## config.mk

```make
export PLATFORM = sky130hd
export DESIGN_NAME = fetch_sequencer
export DESIGN_NICKNAME = d
export VERILOG_FILES = /design/src/rtl/fetch_pkg.sv /design/src/rtl/fetch_buf.sv /design/src/rtl/fetch_sequencer.sv
export SDC_FILE = /design/constraint.sdc
export NUM_CORES = 1
export LEC_CHECK = 0
export ABC_AREA = 1
export BUFFER_PORTS_ARGS = -buffer_cell sky130_fd_sc_hd__buf_4
export CAP_MARGIN = 20
export CORE_MARGIN = 4
export CORE_UTILIZATION = 48
export DETAILED_ROUTE_END_ITERATION = 7
export GPL_ROUTABILITY_DRIVEN = 0
export MAX_ROUTING_LAYER = met4
export PLACE_DENSITY = 0.82
export SETUP_SLACK_MARGIN = 0.02
export SLEW_MARGIN = 5
export SYNTH_ARGS = -nofsm -noshare
export SYNTH_HDL_FRONTEND = slang
export SYNTH_SLANG_ARGS = --single-unit
```

## constraint.sdc

```tcl
create_clock -name clk -period 7.52 [get_ports clk]
set_clock_uncertainty 0.15 [all_clocks]
set_input_delay 0.752 -clock clk [delete_from_list [all_inputs] [get_ports clk]]
set_output_delay 0.752 -clock clk [all_outputs]
set_load 0.03 [all_outputs]
```

## src/rtl/fetch_pkg.sv

```systemverilog
// Shared types and constants for the SCC instruction-fetch sequencer.
package fetch_pkg;

    localparam logic [7:0]  OP_B        = 8'hA0;
    localparam logic [7:0]  OP_NOP      = 8'hA8;
    localparam int unsigned FETCH_DEPTH = 2;
    localparam int unsigned ENTRY_PC_W  = 32;

    typedef struct packed {
        logic [ENTRY_PC_W-1:0] pc;
        logic [31:0]           instr;
    } fetch_entry_t;

    typedef enum logic {
        RUN    = 1'b0,
        HALTED = 1'b1
    } fetch_state_t;

endpackage

```

## src/rtl/fetch_buf.sv

```systemverilog
// Two-entry instruction FIFO (head always in slot 0) with push, pop and flush;
// a push and a pop may coincide when full.
module fetch_buf
    import fetch_pkg::*;
(
    input  logic        clk,
    input  logic        rst,
    input  logic        push,
    input  logic [31:0] push_pc,
    input  logic [31:0] push_instr,
    input  logic        pop,
    input  logic        flush,
    output logic [31:0] head_pc,
    output logic [31:0] head_instr,
    output logic [1:0]  count,
    output logic        empty,
    output logic        full
);

    fetch_entry_t slots [FETCH_DEPTH];
    fetch_entry_t in_entry;
    logic         pop_ok;
    logic         push_ok;

    assign in_entry   = '{pc: push_pc, instr: push_instr};
    assign empty      = (count == 2'd0);
    assign full       = (count == 2'(FETCH_DEPTH));
    assign pop_ok     = pop & ~empty;
    assign push_ok    = push & (~full | pop_ok);
    assign head_pc    = slots[0].pc;
    assign head_instr = slots[0].instr;

    always_ff @(posedge clk or posedge rst) begin
        if (rst) begin
            for (int unsigned i = 0; i < FETCH_DEPTH; i++) begin
                slots[i] <= '0;
            end
            count <= '0;
        end else if (flush) begin
            count <= '0;
        end else begin
            case ({push_ok, pop_ok})
                2'b11: begin
                    // Head leaves; the newcomer lands behind whatever remains.
                    if (count == 2'd1) begin
                        slots[0] <= in_entry;
                    end else begin
                        slots[0] <= slots[1];
                        slots[1] <= in_entry;
                    end
                end
                2'b10: begin
                    if (empty) slots[0] <= in_entry;
                    else       slots[1] <= in_entry;
                    count <= count + 2'd1;
                end
                2'b01: begin
                    slots[0] <= slots[1];
                    count    <= count - 2'd1;
                end
                default: ;
            endcase
        end
    end

endmodule

```

## src/rtl/fetch_sequencer.sv

```systemverilog
// Instruction-fetch controller: PC generation, one-cycle memory latency tracking,
// redirect squashing and decode handshake. Optional: FETCH_PREDECODE_BRANCH_EN.
module fetch_sequencer
    import fetch_pkg::*;
#(
    parameter int unsigned        ADDR_W   = 32,
    parameter logic [ADDR_W-1:0]  RESET_PC = '0
) (
    input  logic              clk,
    input  logic              rst,
    output logic [ADDR_W-1:0] imem_addr,
    input  logic [31:0]       imem_rdata,
    output logic              ins_valid,
    input  logic              ins_ready,
    output logic [31:0]       ins_data,
    output logic [ADDR_W-1:0] ins_pc,
    input  logic              redirect_valid,
    input  logic [ADDR_W-1:0] redirect_pc,
    input  logic              halt,
    output logic              idle
);

    fetch_state_t      state;
    fetch_state_t      state_next;
    logic [ADDR_W-1:0] pc;
    logic [ADDR_W-1:0] pc_next;
    logic [ADDR_W-1:0] tag;
    logic              infl;
    logic              issue;
    logic              keep;
    logic              xfer;
    logic              br_taken;
    logic [ADDR_W-1:0] br_target;
    logic [1:0]        count;
    logic [2:0]        occupancy;
    logic              buf_empty;
    logic              buf_full;
    logic [31:0]       head_pc;

    assign imem_addr = pc;
    assign xfer      = ins_valid & ins_ready;
    // A return coinciding with a redirect belongs to the old stream.
    assign keep      = infl & ~redirect_valid;
    assign occupancy = {1'b0, count} + {2'b00, infl} - {2'b00, xfer};

`ifdef FETCH_PREDECODE_BRANCH_EN
    assign br_taken  = keep & (imem_rdata[31:24] == OP_B);
    assign br_target = tag + {{(ADDR_W-16){imem_rdata[15]}}, imem_rdata[15:0]};
`else
    assign br_taken  = 1'b0;
    assign br_target = '0;
`endif

    assign issue = (state == RUN) & ~halt & ~redirect_valid & ~br_taken
                 & (occupancy < 3'd2);

    always_comb begin
        pc_next = pc;
        if (redirect_valid)  pc_next = redirect_pc;
        else if (br_taken)   pc_next = br_target;
        else if (issue)      pc_next = pc + ADDR_W'(1);
    end

    always_comb begin
        state_next = state;
        case (state)
            RUN:     if (halt)  state_next = HALTED;
            HALTED:  if (!halt) state_next = RUN;
            default: state_next = RUN;
        endcase
    end

    always_ff @(posedge clk or posedge rst) begin
        if (rst) begin
            state <= RUN;
            pc    <= RESET_PC;
            tag   <= '0;
            infl  <= 1'b0;
        end else begin
            state <= state_next;
            pc    <= pc_next;
            infl  <= issue;
            if (issue) tag <= pc;
        end
    end

    fetch_buf u_buf (
        .clk        (clk),
        .rst        (rst),
        .push       (keep),
        .push_pc    (32'(tag)),
        .push_instr (imem_rdata),
        .pop        (xfer),
        .flush      (redirect_valid),
        .head_pc    (head_pc),
        .head_instr (ins_data),
        .count      (count),
        .empty      (buf_empty),
        .full       (buf_full)
    );

    assign ins_valid = ~buf_empty;
    assign ins_pc    = ADDR_W'(head_pc);
    assign idle      = (state == HALTED) & ~infl & buf_empty;

    logic unused;
    assign unused = buf_full;

endmodule

```

* Yosys cells after proc, flatten, opt, wreduce, memory -nomap -nowiden
Cells that the tools add are included.
** Word-level totals
- Output and inout port bits :: 98
- Logic and storage cells :: 57
- Flip-flop bits (word level) :: 196
** Operators by class
- Order comparisons :: 1
- Equality and inequality tests :: 8
- Bitwise gates (word level) :: 16
- Multiplexer cells :: 11
- Add/sub/neg operators :: 5
- Reductions and logical operators :: 7
** Operators by type and width (count)
- 64-bit two-way mux :: 4
- 64-bit case mux with 3 select lines :: 1
- 64-bit case mux with 2 select lines :: 1
- 32-bit two-way mux :: 2
- 32-bit by 1-bit adder with 32-bit output, second input constant :: 1
- 1-bit bitwise AND :: 9
- 2-bit == test, second input constant :: 3
- 2-bit inequality test, second input constant :: 3
- 1-bit inverter :: 6
- 3-bit nonzero test :: 2
- 2-bit by 1-bit == test with 1-bit output, second input constant :: 2
- 2-bit case mux with 2 select lines :: 1
- 4-bit AND reduction :: 1
- 2-bit nonzero test :: 2
- 2-bit by 1-bit adder with 3-bit output :: 1
- 3-bit by 2-bit < comparator with 1-bit output, second input constant :: 1
- 3-bit AND reduction :: 1
- 3-bit by 1-bit subtractor with 3-bit output :: 1
- 2-bit by 1-bit adder with 2-bit output, second input constant :: 1
- 2-bit logical NOT :: 1
- 2-bit two-way mux :: 1
- 2-bit by 1-bit subtractor with 2-bit output, second input constant :: 1
- 1-bit two-way mux :: 1
- 1-bit bitwise OR :: 1

* Longest topological paths before layout
- Word-level depth :: 9
- Depth in mapped cells :: 17
- Depth with buffers taken out :: 16

* Cells and area by module
Synthesis repeated with hierarchy kept, for this count alone.
** Unflattened totals
- Cells, all modules :: 1712
- Area total of the unflattened synthesis :: 11858.9 um^2
** Modules (own cells, without submodules)
- fetch_buf :: cells an instance 1138, area each 7916.3 um^2, times used 1, seq. area each 3253.1 um^2
- fetch_sequencer :: cells an instance 574, area each 3942.5 um^2, times used 1, seq. area each 1651.6 um^2

* Least setup slack after synthesis
OpenSTA, ideal clock, no wires.
- Kind :: flip-flop to flip-flop
- From :: reg u_buf.count[1]
- To :: reg tag[27]
- Path slack :: 4.386 ns
- Stages on the path, launching flop included :: 15
- Period minus slack after synthesis :: 3.134 ns
- Path buffers :: 2
- Data arrival time :: 2.907 ns
- Library setup time :: 0.078 ns
- Data required time :: 7.292 ns
- Path through :: dfrtp_1 -> inv_1 -> ha_1 -> inv_1 -> nand2_2 -> inv_1 -> ha_1 -> or2_2 -> fa_1 -> nand2_1 -> nor2_1 -> nand2_2 -> buf_2 -> buf_2 -> a21oi_1
** Between the ends
- Cells in the longest elaborated chain, start to end :: 6
** RTL lines
- start: declaration :: line fetch_buf.sv:15 : output logic [1:0] count,
- start signal: assignment :: line fetch_buf.sv:55 : count <= count + 2'd1;
- start signal: assignment :: line fetch_buf.sv:59 : count <= count - 2'd1;
- 2-bit logical NOT :: line fetch_buf.sv:26 : assign empty = (count == 2'd0);
- 1-bit inverter :: line fetch_sequencer.sv:102 : assign ins_valid = ~buf_empty;
- via ins_valid :: line fetch_sequencer.sv:13 : output logic ins_valid,
- 1-bit bitwise AND :: line fetch_sequencer.sv:41 : assign xfer = ins_valid & ins_ready;
- 3-bit by 1-bit subtractor with 3-bit output :: line fetch_sequencer.sv:44 : assign occupancy = {1'b0, count} + {2'b00, infl} - {2'b00, xfer};
- 3-bit by 2-bit < comparator with 1-bit output :: line fetch_sequencer.sv:55 : & (occupancy < 3'd2);
- 1-bit bitwise AND :: line fetch_sequencer.sv:55
- end signal: assignment :: line fetch_sequencer.sv:83 : if (issue) tag <= pc;
- end: declaration :: line fetch_sequencer.sv:27 : logic [ADDR_W-1:0] tag;
The timed path passes the listed nets, and every way through them passes these cells.
A chain may end at the register's enable or synchronous reset.

* Worst setup path after layout
- From :: reg u_buf.count[1]
- To :: reg pc[5] (netlist: imem_addr[5])
** Between the ends
- Cells in the longest elaborated chain, start to end :: 7
** RTL lines
- branches (longest 3 deep; another with 2-bit by 1-bit adder with 3-bit output)
- 3-bit by 1-bit subtractor with 3-bit output (*) :: line fetch_sequencer.sv:44
- 3-bit by 2-bit < comparator with 1-bit output (*) :: line fetch_sequencer.sv:55
- 1-bit bitwise AND (*) :: line fetch_sequencer.sv:55
- 2-bit nonzero test (no source line) (*)
- end signal: assignment :: line fetch_sequencer.sv:81 : pc <= pc_next;
- end: declaration :: line fetch_sequencer.sv:25 : logic [ADDR_W-1:0] pc;
Every way passes the cells marked *.

==> run summary <==
The first global-routing pass estimated 39.9 mm of wire. The floorplan has 53 rows. The diode insertion count for antenna repair is 0, and the routed wire length is 23.8 mm. The fill cell total of the finished layout was 1938; the area share of the leading cell type in the synthesized netlist was 48.2%. For this design the ratio of total power to cell area is 395 mW/mm^2. The sequential cell area is 0.00490 sq mm, and the worst-skew pair later-pin latency is 430 ps. In the finished design, the share of the clock period the worst path needs comes to 59.0%. The flip-flop and latch count after synthesis came out at 196. Final count of hold timing violations: 0.

In this run, post-CTS repair resized a total of 0 instances. TritonCTS built the clock tree. The clock passes through at most 2 buffers. For the initial cell density of the core, the log shows 48.6%. The logs give 0 for the number of antenna violations at the first check in global routing and 0 for the final-report max-slew violation count.

The origin of the worst min-delay path was halt. The worst register-to-register path ends at imem_addr[5]$_DFFE_PP0P_. The height of the chip is 154 um, and the sum of overflow across all layers after global routing is 0. The overall global routing resource usage was 20.9%; the utilization of the core after routing was 55.4%. Setup repair after global routing left no endpoint under its margin.

In the routed layout, each cell is associated on average with a via count of 4.99. Counting cells, the worst reg-to-reg path comes to 16. The worst setup path is launched from a register.

During synthesis, Yosys emitted a total of 0 warnings. For hold timing, the worst endpoint is state$_DFF_PP0_. The count of TritonRoute iterations in the first routing pass came out at 5. STA classifies the critical path endpoint as a register. For the number of I/O pins, the log shows 167. The run gives 0.146 mV as the worst-case vdd ir drop. The net count of the finished layout was 1514; the fraction of final layout cells sized beyond drive strength 1 was 15.2%. The routed layout has 8617 vias. The tools report the core area as 0.0210 sq mm.

A synthesized cell averages 7.45 sq um. In this run the cell area of the synthesized design comes to 0.0102 sq mm. Of all cell types, the one taking the most synthesized area is dfrtp_1. By area the synthesized netlist is led by dfrtp_1 (48%), nand2_1 (18%), inv_1 (7.3%).

For the number of maximum-capacitance constraint violations, the log shows 0. After synthesis, the most frequently instantiated cells are nand2_1 (499), inv_1 (198), dfrtp_1 (196), nand3_1 (125), o21ai_0 (101). The minimum setup slack among reg-to-reg paths came out at 3080 ps. Summed over all cells, the static leakage comes to 6.43 nW.

The run finished with clean final reports. The H-tree was split into 4 levels. Buffers added to address setup during post-CTS repair amount to 0. The number of nets handed over by synthesis was 1443.

Relative to the synthesized area, the layout overhead comes to 13.9%. The number of instances on the worst hold path works out to 1. The worst register-to-register path begins at u_buf.count[1]$_DFFE_PP0P_.

At the worst endpoint, the arrival time is 4610 ps. For the final routed database, the setup TNS stands at 0 ps. The dominant cell by count in the synthesized netlist is nand2_1. Along the worst path, the maximum fanout reaches 53. The transition time at the pin with the least slew margin was 779 ps; the remaining routing DRC violations was 0. Classification of the worst setup path: register to register. The count of hold-fix buffers inserted at cts was 0.

The tools report the normalized max-slew margin as 48.0%. The detail route stage leaves a number of antenna-violating nets equal to 0. The synthesized design contains 0 enable-type register cells. The total of buffers placed on input and output ports came out at 166. The root buffer cell chosen for the clock tree is clkbuf_16. The tools report the required time of the worst setup path as 7680 ps. Counting distinct cell types in the post-synthesis netlist gives 27. Dividing the detail-routed wire length by the instance count gives 13.8 um. The violation count after the first detailed-routing iteration is 612. The run gives 48.2% as the sequential element share of the synthesized area. In the final layout, the multi-input gates occupy 0.00370 sq mm. For the achievable clock frequency, the log shows 0.225 GHz. The clock-pin slew on the worst setup and hold paths was 70 ps. The largest net degree at the start of global routing is 129. Flip-flop cell with the highest count after synthesis: dfrtp_1. The tools report the HPWL reported at the end of detailed placement as 16.1 mm.

The number of clock sinks is 196. The via count of the first global-routing pass came out at 8148. For the final setup violation count, the log shows 0.

The die area was 0.0236 sq mm; the minimum period implied by the final worst setup slack was 4440 ps. Of all flip-flops after synthesis, the portion carrying an async set or reset was 100%. Synthesis produced a netlist whose cell count is 1368. In this run, CTS created clock tree buffers numbering 17. The min-delay analysis places its worst path in the category input port to register.

Tracing the worst setup path back leads to its startpoint at u_buf.count[1]$_DFFE_PP0P_. The width of the die works out to 154 um.
[sequential cells by signal (all words and copies together), names as in the netlist]
register	flops
u_buf.count	2
infl	1
u_buf.slots	64
u_buf.head_instr	32
u_buf.head_pc	32
imem_addr	32
tag	32
state	1
[layout by cell type (no fill, tap or decap)]
cell / count
inv_1: 197
buf_4: 171
ha_1: 5
inv_8: 1
clkbuf_1: 2
nand3_4: 1
inv_6: 2
nand4_1: 5
inv_2: 2
nand3_1: 124
nand2_4: 3
xor2_1: 3
clkbuf_16: 17
inv_4: 1
buf_12: 1
clkbuf_8: 2
nand2_1: 499
nand3b_1: 9
fa_1: 1
o21ai_0: 101
dfrtp_1: 196
a21oi_4: 1
a21oi_1: 18
or2_2: 2
buf_16: 2
and2_1: 1
nand2_2: 3
clkinv_2: 5
nor2_1: 65
clkinv_4: 4
nor2_2: 2
nor3_1: 3
o211ai_1: 3
[report_power, final]
part	total, mW	switching (mW)	internal (mW)
clock	0.836	0.393	0.443
combinational	1.95	1.28	0.675
sequential	1.79	0.284	1.51
[logic make-up after synthesis]
logic type	after synthesis	share of synthesized area, %
flip-flops	196	48.2
AO/OA/AOI/OAI	123	6.15
AND/OR/NAND/NOR	717	28.9
XOR/XNOR	3	0.258
buffers and inverters	323	15.8
adder cells (fa/ha/maj)	6	0.811
[cell type report]
cell class,count,area share (%)
flip-flops and latches,196,42.3
multi-input cells,849,31.8
repair buffers,174,11.7
inverters,201,6.59
clock buffers,21,3.97
well taps,275,2.96
clock inverters,11,0.668
[metal layers]
layer / part of all wire [%] / up-vias / wire, um / GRT usage, %
met2: 46 / 329 / 11100 / 31.6
met3: 6.0 / 42 / 1430 / 3.15
li1: - / 4252 / - / -
met4: 2.1 / 0 / 493 / 6.73
met1: 45 / 3994 / 10800 / 29.4
met5: 0 / - / 0 / -
[stage by stage]
stage	setup slack (ps)	total power [mW]	hold slack [ps]	cell area [sq um]	std cells
3_3_place_gp	3220	3.68	313	11000	1692
3_5_place_dp	3130	3.76	317	11000	1692
4_1_cts	3120	4.61	284	11500	1724
2_1_floorplan	1280	3.38	300	10200	1368
5_1_grt	2690	4.94	281	11600	1727
6_report	3080	4.58	309	11600	1727
[critical path, cell delays in order, from the launching register on]
cell     delay (ps)
dfrtp_1         440
inv_1           140
ha_1            210
inv_1            90
nand2_2         120
inv_1           100
ha_1            270
or2_2           310
fa_1            500
nand2_1          50
nor2_1          140
nand2_2         400
buf_4           460
inv_1           540
nand2_1         140
o21ai_0         200
nand2_1          70
[how the worst max path moves through the flow]
| stage | to | depth (start not counted) |
|---|---|---|
| after floorplan | imem_addr[0]$_DFFE_PP0P_ | 1 |
| after global placement | imem_addr[5]$_DFFE_PP0P_ | 14 |
| after detailed placement | imem_addr[5]$_DFFE_PP0P_ | 14 |
| after CTS | imem_addr[5]$_DFFE_PP0P_ | 16 |
| after global routing | imem_addr[5]$_DFFE_PP0P_ | 16 |
| final | imem_addr[5]$_DFFE_PP0P_ | 16 |
No activity file was read; power rests on OpenSTA's default activity.
